[src/rtl/lutram_array_bist.sv]
// lutram_array_bist
//   Banked LUTRAM word array built from 16x10 distributed-RAM primitives. Each
//   bank is 16 rows deep; a word spans ceil(DATA_W/10) primitives. Reads are
//   registered and qualified by a one-cycle rvalid. Out-of-range addresses
//   drop writes and read as zero.
//   Optional March C- self-test, compiled in only when LUTRAM_BIST_EN is
//   defined. Without it the bist_* outputs are tied to 0.
//
// Ports
//   clk, rst_n        clock, async active-low reset
//   addr/we/wdat      write port: addr[3:0] = row, upper bits = bank
//   addr/re           read request; rdat/rvalid appear one cycle later
//   bist_start        start self-test (sampled when idle or done)
//   bist_busy         self-test running (user port blocked)
//   bist_done         self-test finished, held until next start or reset
//   bist_pass         no mismatch in last run (valid with bist_done)
//   bist_fail_addr    address of first mismatch

module lutram_16x10 (
    input  logic       clk,
    input  logic       we,
    input  logic [3:0] addr,
    input  logic [9:0] wdat,
    output logic [9:0] rdat
);
    logic [9:0] mem [16];

    always_ff @(posedge clk) begin
        if (we) mem[addr] <= wdat;
    end

    // asynchronous read, as the LUTRAM primitive provides
    assign rdat = mem[addr];
endmodule

module lutram_array_bist #(
    parameter  int NUM_BANKS = 10,
    parameter  int DATA_W    = 10,
    localparam int DEPTH     = NUM_BANKS * 16,
    localparam int SLICES    = (DATA_W + 9) / 10,
    localparam int AW        = (DEPTH > 16) ? $clog2(DEPTH) : 4
) (
    input  logic              clk,
    input  logic              rst_n,
    input  logic [AW-1:0]     addr,
    input  logic              we,
    input  logic [DATA_W-1:0] wdat,
    input  logic              re,
    output logic [DATA_W-1:0] rdat,
    output logic              rvalid,
    input  logic              bist_start,
    output logic              bist_busy,
    output logic              bist_done,
    output logic              bist_pass,
    output logic [AW-1:0]     bist_fail_addr
);
    localparam int PW = SLICES * 10;

    // shared array port, driven by the user or by the self-test
    logic [AW-1:0]                  ram_addr;
    logic                           ram_we;
    logic [DATA_W-1:0]              ram_wdat;
    logic                           user_re;
    wire  [DATA_W-1:0]              ram_rd;
    logic [DATA_W-1:0]              rd_mux;
    logic [PW-1:0]                  wpad;
    logic [AW-1:0]                  bank;
    logic                           in_range;
    logic [NUM_BANKS-1:0]           bank_we;
    logic [NUM_BANKS-1:0][PW-1:0]   bank_rd;
    logic                           unused_pad;

    assign bank     = ram_addr >> 4;
    assign in_range = {1'b0, ram_addr} < (AW+1)'(DEPTH);
    // bits above DATA_W in the top slice are always written as 0
    assign wpad     = PW'(ram_wdat);

    always_comb begin
        bank_we = '0;
        rd_mux  = '0;
        for (int b = 0; b < NUM_BANKS; b++) begin
            if (in_range && bank == AW'(b)) begin
                bank_we[b] = ram_we;
                rd_mux     = bank_rd[b][DATA_W-1:0];
            end
        end
    end

    // kept as a net so a bench can override the array read value
    assign ram_rd     = rd_mux;
    assign unused_pad = ^bank_rd;

    for (genvar b = 0; b < NUM_BANKS; b++) begin : g_bank
        for (genvar s = 0; s < SLICES; s++) begin : g_slice
            lutram_16x10 u_ram (
                .clk  (clk),
                .we   (bank_we[b]),
                .addr (ram_addr[3:0]),
                .wdat (wpad[s*10 +: 10]),
                .rdat (bank_rd[b][s*10 +: 10])
            );
        end
    end

    // registered read: captures pre-write data when we/re hit the same word
    always_ff @(posedge clk or negedge rst_n) begin
        if (!rst_n) begin
            rdat   <= '0;
            rvalid <= 1'b0;
        end else begin
            rvalid <= user_re;
            if (user_re) rdat <= ram_rd;
        end
    end

`ifdef LUTRAM_BIST_EN
    typedef enum logic [2:0] {S_IDLE, S_W0, S_R0W1, S_R1W0, S_R0, S_DONE} state_t;

    localparam logic [AW-1:0] LAST = AW'(DEPTH - 1);

    state_t            state, state_nx;
    logic [AW-1:0]     bcnt, bcnt_nx;
    logic              ph, ph_nx;       // 0: read cycle, 1: compare+write cycle
    logic              tail, tail_nx;   // extra cycle after the last R0 read
    logic              b_we, b_ones, chk_en, start_acc, busy;
    logic [DATA_W-1:0] exp_c;
    logic              chk_q;
    logic [DATA_W-1:0] rd_q, exp_q;
    logic [AW-1:0]     a_q;

    assign busy      = (state != S_IDLE) && (state != S_DONE);
    assign start_acc = !busy && bist_start;

    always_ff @(posedge clk or negedge rst_n) begin
        if (!rst_n) begin
            state <= S_IDLE;
            bcnt  <= '0;
            ph    <= 1'b0;
            tail  <= 1'b0;
        end else begin
            state <= state_nx;
            bcnt  <= bcnt_nx;
            ph    <= ph_nx;
            tail  <= tail_nx;
        end
    end

    always_comb begin
        state_nx = state;
        bcnt_nx  = bcnt;
        ph_nx    = ph;
        tail_nx  = tail;
        b_we     = 1'b0;
        b_ones   = 1'b0;
        chk_en   = 1'b0;
        exp_c    = '0;
        unique case (state)
            S_IDLE, S_DONE: begin
                if (bist_start) begin
                    state_nx = S_W0;
                    bcnt_nx  = '0;
                    ph_nx    = 1'b0;
                    tail_nx  = 1'b0;
                end
            end
            S_W0: begin
                b_we = 1'b1;
                if (bcnt == LAST) begin
                    state_nx = S_R0W1;
                    bcnt_nx  = '0;
                end else begin
                    bcnt_nx = bcnt + AW'(1);
                end
            end
            S_R0W1: begin
                chk_en = !ph;
                b_we   = ph;
                b_ones = 1'b1;
                ph_nx  = !ph;
                // leave bcnt at LAST: R1W0 walks down from there
                if (ph) begin
                    if (bcnt == LAST) state_nx = S_R1W0;
                    else              bcnt_nx  = bcnt + AW'(1);
                end
            end
            S_R1W0: begin
                chk_en = !ph;
                exp_c  = '1;
                b_we   = ph;
                ph_nx  = !ph;
                if (ph) begin
                    if (bcnt == '0) state_nx = S_R0;
                    else            bcnt_nx  = bcnt - AW'(1);
                end
            end
            S_R0: begin
                chk_en = !tail;
                if (tail)              state_nx = S_DONE;
                else if (bcnt == LAST) tail_nx  = 1'b1;
                else                   bcnt_nx  = bcnt + AW'(1);
            end
            default: state_nx = S_IDLE;
        endcase
    end

    // read data is captured one cycle, compared the next
    always_ff @(posedge clk or negedge rst_n) begin
        if (!rst_n) begin
            chk_q          <= 1'b0;
            rd_q           <= '0;
            exp_q          <= '0;
            a_q            <= '0;
            bist_pass      <= 1'b0;
            bist_fail_addr <= '0;
        end else begin
            chk_q <= chk_en;
            if (chk_en) begin
                rd_q  <= ram_rd;
                exp_q <= exp_c;
                a_q   <= bcnt;
            end
            if (start_acc) begin
                bist_pass      <= 1'b1;
                bist_fail_addr <= '0;
            end else if (chk_q && rd_q != exp_q && bist_pass) begin
                bist_pass      <= 1'b0;
                bist_fail_addr <= a_q;
            end
        end
    end

    assign bist_busy = busy;
    assign bist_done = (state == S_DONE);
    assign ram_addr  = busy ? bcnt : addr;
    assign ram_we    = busy ? b_we : we;
    assign ram_wdat  = busy ? (b_ones ? '1 : '0) : wdat;
    assign user_re   = re && !busy;
`else
    logic unused_start;
    assign unused_start   = bist_start;
    assign bist_busy      = 1'b0;
    assign bist_done      = 1'b0;
    assign bist_pass      = 1'b0;
    assign bist_fail_addr = '0;
    assign ram_addr       = addr;
    assign ram_we         = we;
    assign ram_wdat       = wdat;
    assign user_re        = re;
`endif
endmodule

[config.mk]
export PLATFORM = sky130hd
export DESIGN_NAME = lutram_array_bist
export DESIGN_NICKNAME = d
export VERILOG_FILES = /design/src/rtl/lutram_array_bist.sv
export SDC_FILE = /design/constraint.sdc
export NUM_CORES = 1
export LEC_CHECK = 0
export BUFFER_PORTS_ARGS = -buffer_cell sky130_fd_sc_hd__buf_2
export CORE_UTILIZATION = 41
export CTS_BUF_LIST = sky130_fd_sc_hd__clkbuf_8
export CTS_CLUSTER_SIZE = 20
export DETAILED_ROUTE_END_ITERATION = 6
export SLEW_MARGIN = 20
export SYNTH_ARGS = -nofsm -noshare
export SYNTH_HDL_FRONTEND = slang
export SYNTH_SLANG_ARGS = --single-unit
[constraint.sdc]
create_clock -name clk -period 3.55 [get_ports clk]
set_input_delay 0.71 -clock clk [delete_from_list [all_inputs] [get_ports clk]]
set_output_delay 0.71 -clock clk [all_outputs]
set_load 0.02 [all_outputs]
# --- Word level (Yosys, flattened, before mapping) ---
# Memory sizes are Yosys's and may differ from the RTL's.
# Index checks and enable logic that the tools add are counted.
word_totals:
  register_bits: 11
  latchBits: 0
  mem_bits_rw: 1600
  mem_bits_ro: 0
  in_bits: 23
  out_inout_bits: 22
  word_cells: 73
  n_memories: 10
op_classes:
  addsub: 0
  mul: 0
  n_div: 0
  n_lt_le_gt_ge: 1
  n_eq_ne: 9
  n_shift: 0
  muxes: 40
  bitwise: 0
  reduce_logical: 11
memory_table:
  columns: ["memory", "words", "word_bits", "rd", "rd_clocked_by_memory_dff", "wr", "line", "rtl"]
  rows:
  - ["g_bank[0].g_slice[0].u_ram.mem", 16, 10, 1, 0, 1, "26", "logic [9:0] mem [16];"]
  - ["g_bank[1].g_slice[0].u_ram.mem", 16, 10, 1, 0, 1, "26", null]
  - ["g_bank[2].g_slice[0].u_ram.mem", 16, 10, 1, 0, 1, "26", null]
  - ["g_bank[3].g_slice[0].u_ram.mem", 16, 10, 1, 0, 1, "26", null]
  - ["g_bank[4].g_slice[0].u_ram.mem", 16, 10, 1, 0, 1, "26", null]
  - ["g_bank[5].g_slice[0].u_ram.mem", 16, 10, 1, 0, 1, "26", null]
  - ["4 more memories", null, null, null, null, null, null, null]
ops:
  columns: ["op", "n"]
  rows:
  - ["$mux 10", 10]
  - ["$mux 1", 30]
  - ["$eq 4x3->1 const B", 4]
  - ["$logic_and 1x1->1", 10]
  - ["$eq 4x2->1 const B", 2]
  - ["$eq 4x4->1 const B", 2]
  - ["$logic_not 8->1", 1]
  - ["$lt 8x8->1 const B", 1]
  - ["$eq 4x1->1 const B", 1]

# --- Longest topological paths before layout ---
depth:
  ltp_word: 12
  ltp_mapped: 12
  mapped_depth_nobuf: 7

# --- Modules after synthesis ---
# From an unflattened synthesis, not the netlist that was laid out.
hier_totals:
  cells_unflattened: 2884
  hier_area_um2: 62535.0
modules_own_cells:
  columns: ["mod", "n_inst", "cells_each", "area_per_inst_um2", "seq_area_each_um2"]
  rows:
  - ["lutram_16x10", 10, 270, 6103.4, 4804.6]
  - ["lutram_array_bist", 1, 184, 1501.4, 275.3]

# --- Worst setup path before layout ---
# Ideal clock, no wire load.
synth_timing:
  path_kind: "input port to flip-flop"
  startpoint: "input port addr[0]"
  endpoint: "memory g_bank[0].g_slice[0].u_ram.mem[12][0] (enable)"
  setup_ps: 376
  t_arrival_ps: 2717
  required_ps: 3174
  path_slack_ps: 457
  path_stages: 10
  n_path_buf: 8
  cell_sequence: "buf_6 -> buf_6 -> buf_6 -> buf_6 -> buf_6 -> buf_4 -> buf_2 -> or2_2 -> clkbuf_1 -> nor2_1"
synth_via:
  elab_chain_len: 5
synth_lines:
  columns: ["item", "line", "rtl"]
  rows:
  - ["from (decl)", "45", "input logic [AW-1:0] addr,"]
  - ["$lt 8x8->1", "74", "assign in_range = {1'b0, ram_addr} < (AW+1)'(DEPTH);"]
  - ["$logic_and 1x1->1", "82", "if (in_range && bank == AW'(b)) begin"]
  - ["$mux 1", "82", null]
  - ["$mux 1", "29", "if (we) mem[addr] <= wdat;"]
  - ["$mux 1 (implied by the code)", "29", null]
  - ["to (decl)", "26", null]
# Parallel ways exist; a longest one is shown, timed or not.

# --- Worst setup path in the final report ---
layout_timing:
  startpoint: "memory g_bank[7].g_slice[0].u_ram.mem[11][8]"
  endpoint: "register rdat[8]"
layout_via:
  elab_chain_len: 4
layout_lines:
  columns: ["item", "line", "rtl"]
  rows:
  - ["from (decl)", "26", null]
  - ["$mem_v2 16x10", null, null]
  - ["$mux 10 (3 in a row)", "82", null]
  - ["to (signal assigned)", "112", "if (user_re) rdat <= ram_rd;"]
  - ["to (decl)", "49", "output logic [DATA_W-1:0] rdat,"]
# No other way between the ends.
# A chain may end at the register's enable or synchronous reset.

==> impl_metrics.json <==
{
  "drive_gt1_share_pct": 30.35,
  "final_common_cell": "edfxtp_1",
  "synth-edff-count": 1600,
  "setup_tns_ns": 0,
  "synth-main-ff-cell": "edfxtp_1",
  "post-cts-setup-buffers": 0,
  "viasPerCell": 5.574,
  "worstSetupEndpointType": "flip-flop",
  "dr_total_vias": 31712,
  "netlist-cell-type-count": 62,
  "placed_cell_area_sq_um": 67630,
  "cts.sinks": 1611,
  "p_leak_uw": 0.02378,
  "post_synth.cell_area_avg_sq_um": 21.23,
  "critical-path-top-delay-family": "simple AND/OR/NAND/NOR gates",
  "cp.required_ns": 4.39,
  "ys_seq_area_share_pct": 77.34,
  "finish.utilization_pct": 48.16,
  "hold_viol": 0,
  "fin_crit_ns": 2.783,
  "status": "completed",
  "die_w_um": 392.4,
  "hpwlAfterDp_um": 100300,
  "final_cell_mix": "edfxtp_1, buf_4, mux4_2, clkbuf_8, nor2_1",
  "place.gp.congestion": 0.8958,
  "power_density_nw_per_um2": 523.8,
  "syn_to_final_growth_pct": 15.99,
  "ys_seq_elements": 1611,
  "final-setup-viol-count": 0,
  "rows": 142,
  "path_cells": "mux4_2, mux2i_1, o22ai_1, or2_0, or3_1, a31oi_1, buf_4, nor3_1",
  "cpPeakStageDelay_ns": 0.48,
  "fin_nets": 3516,
  "crit_type": "flip-flop to flip-flop",
  "port_buffers": 32,
  "grt-ovfl-total": 0,
  "async_flop_share_pct": 0.6828,
  "ir_worst_vdd_v": 0.0003701,
  "firstDrtPassIters": 7,
  "yosysWarnings": 0,
  "synth_top_area_cell": "edfxtp_1",
  "core_area_sq_um": 150500,
  "totalWireLength_um": 156100,
  "ant_nets": 0,
  "grt_max_degree": 133,
  "antenna_found_initial": 8,
  "fmax_mhz": 359.4,
  "drt_iter0_drc": 3418,
  "max_cap_viol_count": 0,
  "drt_drc_violations_left": 0,
  "cts_buffer_depth": 4,
  "synth_area_leaders": "edfxtp_1, mux4_2, mux2i_1",
  "cts_tree": "done",
  "final_cells": 5689,
  "die_h_um": 392.4,
  "cts_root_buf": "clkbuf_8",
  "dp_cells": 5232,
  "maxSlewViolCount": 0,
  "relSlewSlack_pct": 28.14,
  "worst_pin_slew_ns": 1.078,
  "total_power_uw": 37960,
  "netlist_area_sq_um": 62480,
  "grt_pass1_wl_um": 226200,
  "fin_crit_sh_pct": 78.39,
  "hold_path_class": "primary input to flip-flop",
  "cp_slowest_cell": "mux4_2",
  "initial_core_util_pct": 41.52,
  "ioPinCount": 45,
  "yosys.area.top_type_share_pct": 76.90,
  "netlist_instances": 2943,
  "clk_latency_ns": 0.99,
  "cts_buffers": 274,
  "die-area_sq_um": 154000,
  "drt-wirelength-per-cell_um": 27.45,
  "cts.reportedPaths.clkPinSlew_ns": 0.07,
  "clock_skew_ns": 0.07151,
  "cp_num_buf_inv": 1,
  "cp_max_fo": 2,
  "grtUsageTotal_pct": 20.53,
  "rsz0062_at_grt": "false",
  "first_global_vias": 32883,
  "cts_max_level": 5,
  "crit_path_start_kind": "flip-flop",
  "stdcell_area_sq_um": 72470,
  "arrival_ns": 3.62
}
metrics by stage:
stage          hold WS, ns  worst slack [ns]
2_1_floorplan       0.4144            0.4572
3_3_place_gp        0.5926          -0.06889
3_5_place_dp        0.6057          -0.09190
4_1_cts            0.01161            0.7270
5_1_grt            0.04004            0.6678
6_report            0.1040            0.7673
kinds of logic (layout without fill, tap and decap cells):
| family | after synthesis | after routing | synth area share [%] |
|---|---|---|---|
| flip-flops | 1611 | 1611 | 77.34 |
| multiplexers | 520 | 520 | 15.24 |
| AND/OR/NAND/NOR | 350 | 350 | 2.559 |
| AO/OA/AOI/OAI | 282 | 282 | 3.032 |
| buffers and inverters | 178 | 895 | 1.810 |
| other | 1 | 14 | 0.006002 |
| XOR/XNOR | 1 | 1 | 0.01402 |
power breakdown:
| part | switching [uW] | internal [uW] | total [uW] |
|---|---|---|---|
| combinational | 1220 | 738 | 1960 |
| clock | 7010 | 7970 | 15000 |
| sequential | 48.2 | 21000 | 21000 |
final cells by class:
type | count | area [sq um]
multi-input combinational | 1164 | 13080
timing repair buffer | 439 | 3711
clock inverter | 167 | 875.8
sequential | 1611 | 48320
fill | 12232 | 78020
antenna | 3 | 7.507
inverter | 3 | 13.76
clock buffer | 286 | 3936
tap | 2016 | 2522
synth_stat cells (3+ instances only):
| library cell | instances |
|---|---|
| o21ai_1 | 6 |
| nor2b_1 | 8 |
| buf_1 | 9 |
| or2_0 | 3 |
| nand3_1 | 20 |
| or3_1 | 6 |
| nand3b_1 | 4 |
| buf_6 | 30 |
| a22oi_1 | 81 |
| buf_2 | 44 |
| and2_1 | 9 |
| edfxtp_1 | 1600 |
| nand2_1 | 59 |
| dfrtp_1 | 11 |
| nor3_1 | 12 |
| o221ai_1 | 8 |
| buf_8 | 3 |
| a22o_1 | 9 |
| o21ai_0 | 34 |
| nor2_1 | 188 |
| mux2i_1 | 175 |
| a211oi_1 | 17 |
| a21oi_1 | 38 |
| nor4bb_1 | 3 |
| or2_2 | 6 |
| buf_4 | 31 |
| mux4_2 | 345 |
| a31oi_1 | 16 |
| o211ai_1 | 7 |
| nand4_1 | 7 |
| and3_1 | 7 |
| a221oi_1 | 6 |
| o22ai_1 | 46 |
| clkbuf_1 | 56 |
| nand2b_1 | 3 |
worst register-to-register path, stage by stage, from the launching register on:
cell,delay (ns)
edfxtp_1,0.36
mux4_2,0.48
mux2i_1,0.20
o22ai_1,0.13
or2_0,0.44
or3_1,0.46
a31oi_1,0.37
buf_4,0.19
nor3_1,0.04
path summary, 6_finish.rpt:
check,start,to,slack (ns),depth (start not counted)
setup / recovery,g_bank[7].g_slice[0].u_ram.mem[11][8]$_DFFE_PP_,rdat[8]$_DFFE_PN0P_,0.77,8
hold / removal,re,rvalid$_DFF_PN0_,0.10,1
setup reg to reg,g_bank[7].g_slice[0].u_ram.mem[11][8]$_DFFE_PP_,rdat[8]$_DFFE_PN0P_,0.77,8
hold reg to reg,rdat[5]$_DFFE_PN0P_,rdat[5]$_DFFE_PN0P_,0.74,2
max in group asynchronous,rst_n,rdat[9]$_DFFE_PN0P_,3.09,2
min in group asynchronous,rst_n,rdat[3]$_DFFE_PN0P_,0.21,2
per-layer routing:
metal  wire, um  vias up  GRT usage [%]  part of all wire, %
li1           -    13414              -                    -
met4       4263       10          6.726                  2.7
met1      62590    16674          27.13                   40
met5         62        -              0                0.040
met2      76870     1366          33.54                   49
met3      12360      248          4.804                  7.9
registers in the layout, indices dropped and copies added (netlist names):
signal,count
g_bank.g_slice.u_ram.mem,1600
rdat,10
rvalid,1
timing repair:
item	CTS	global route
hold buffers	1	0
hold endpoints to repair	11	0
gates resized for setup	0	0
Note: power is estimated with default switching activity, not from simulation.
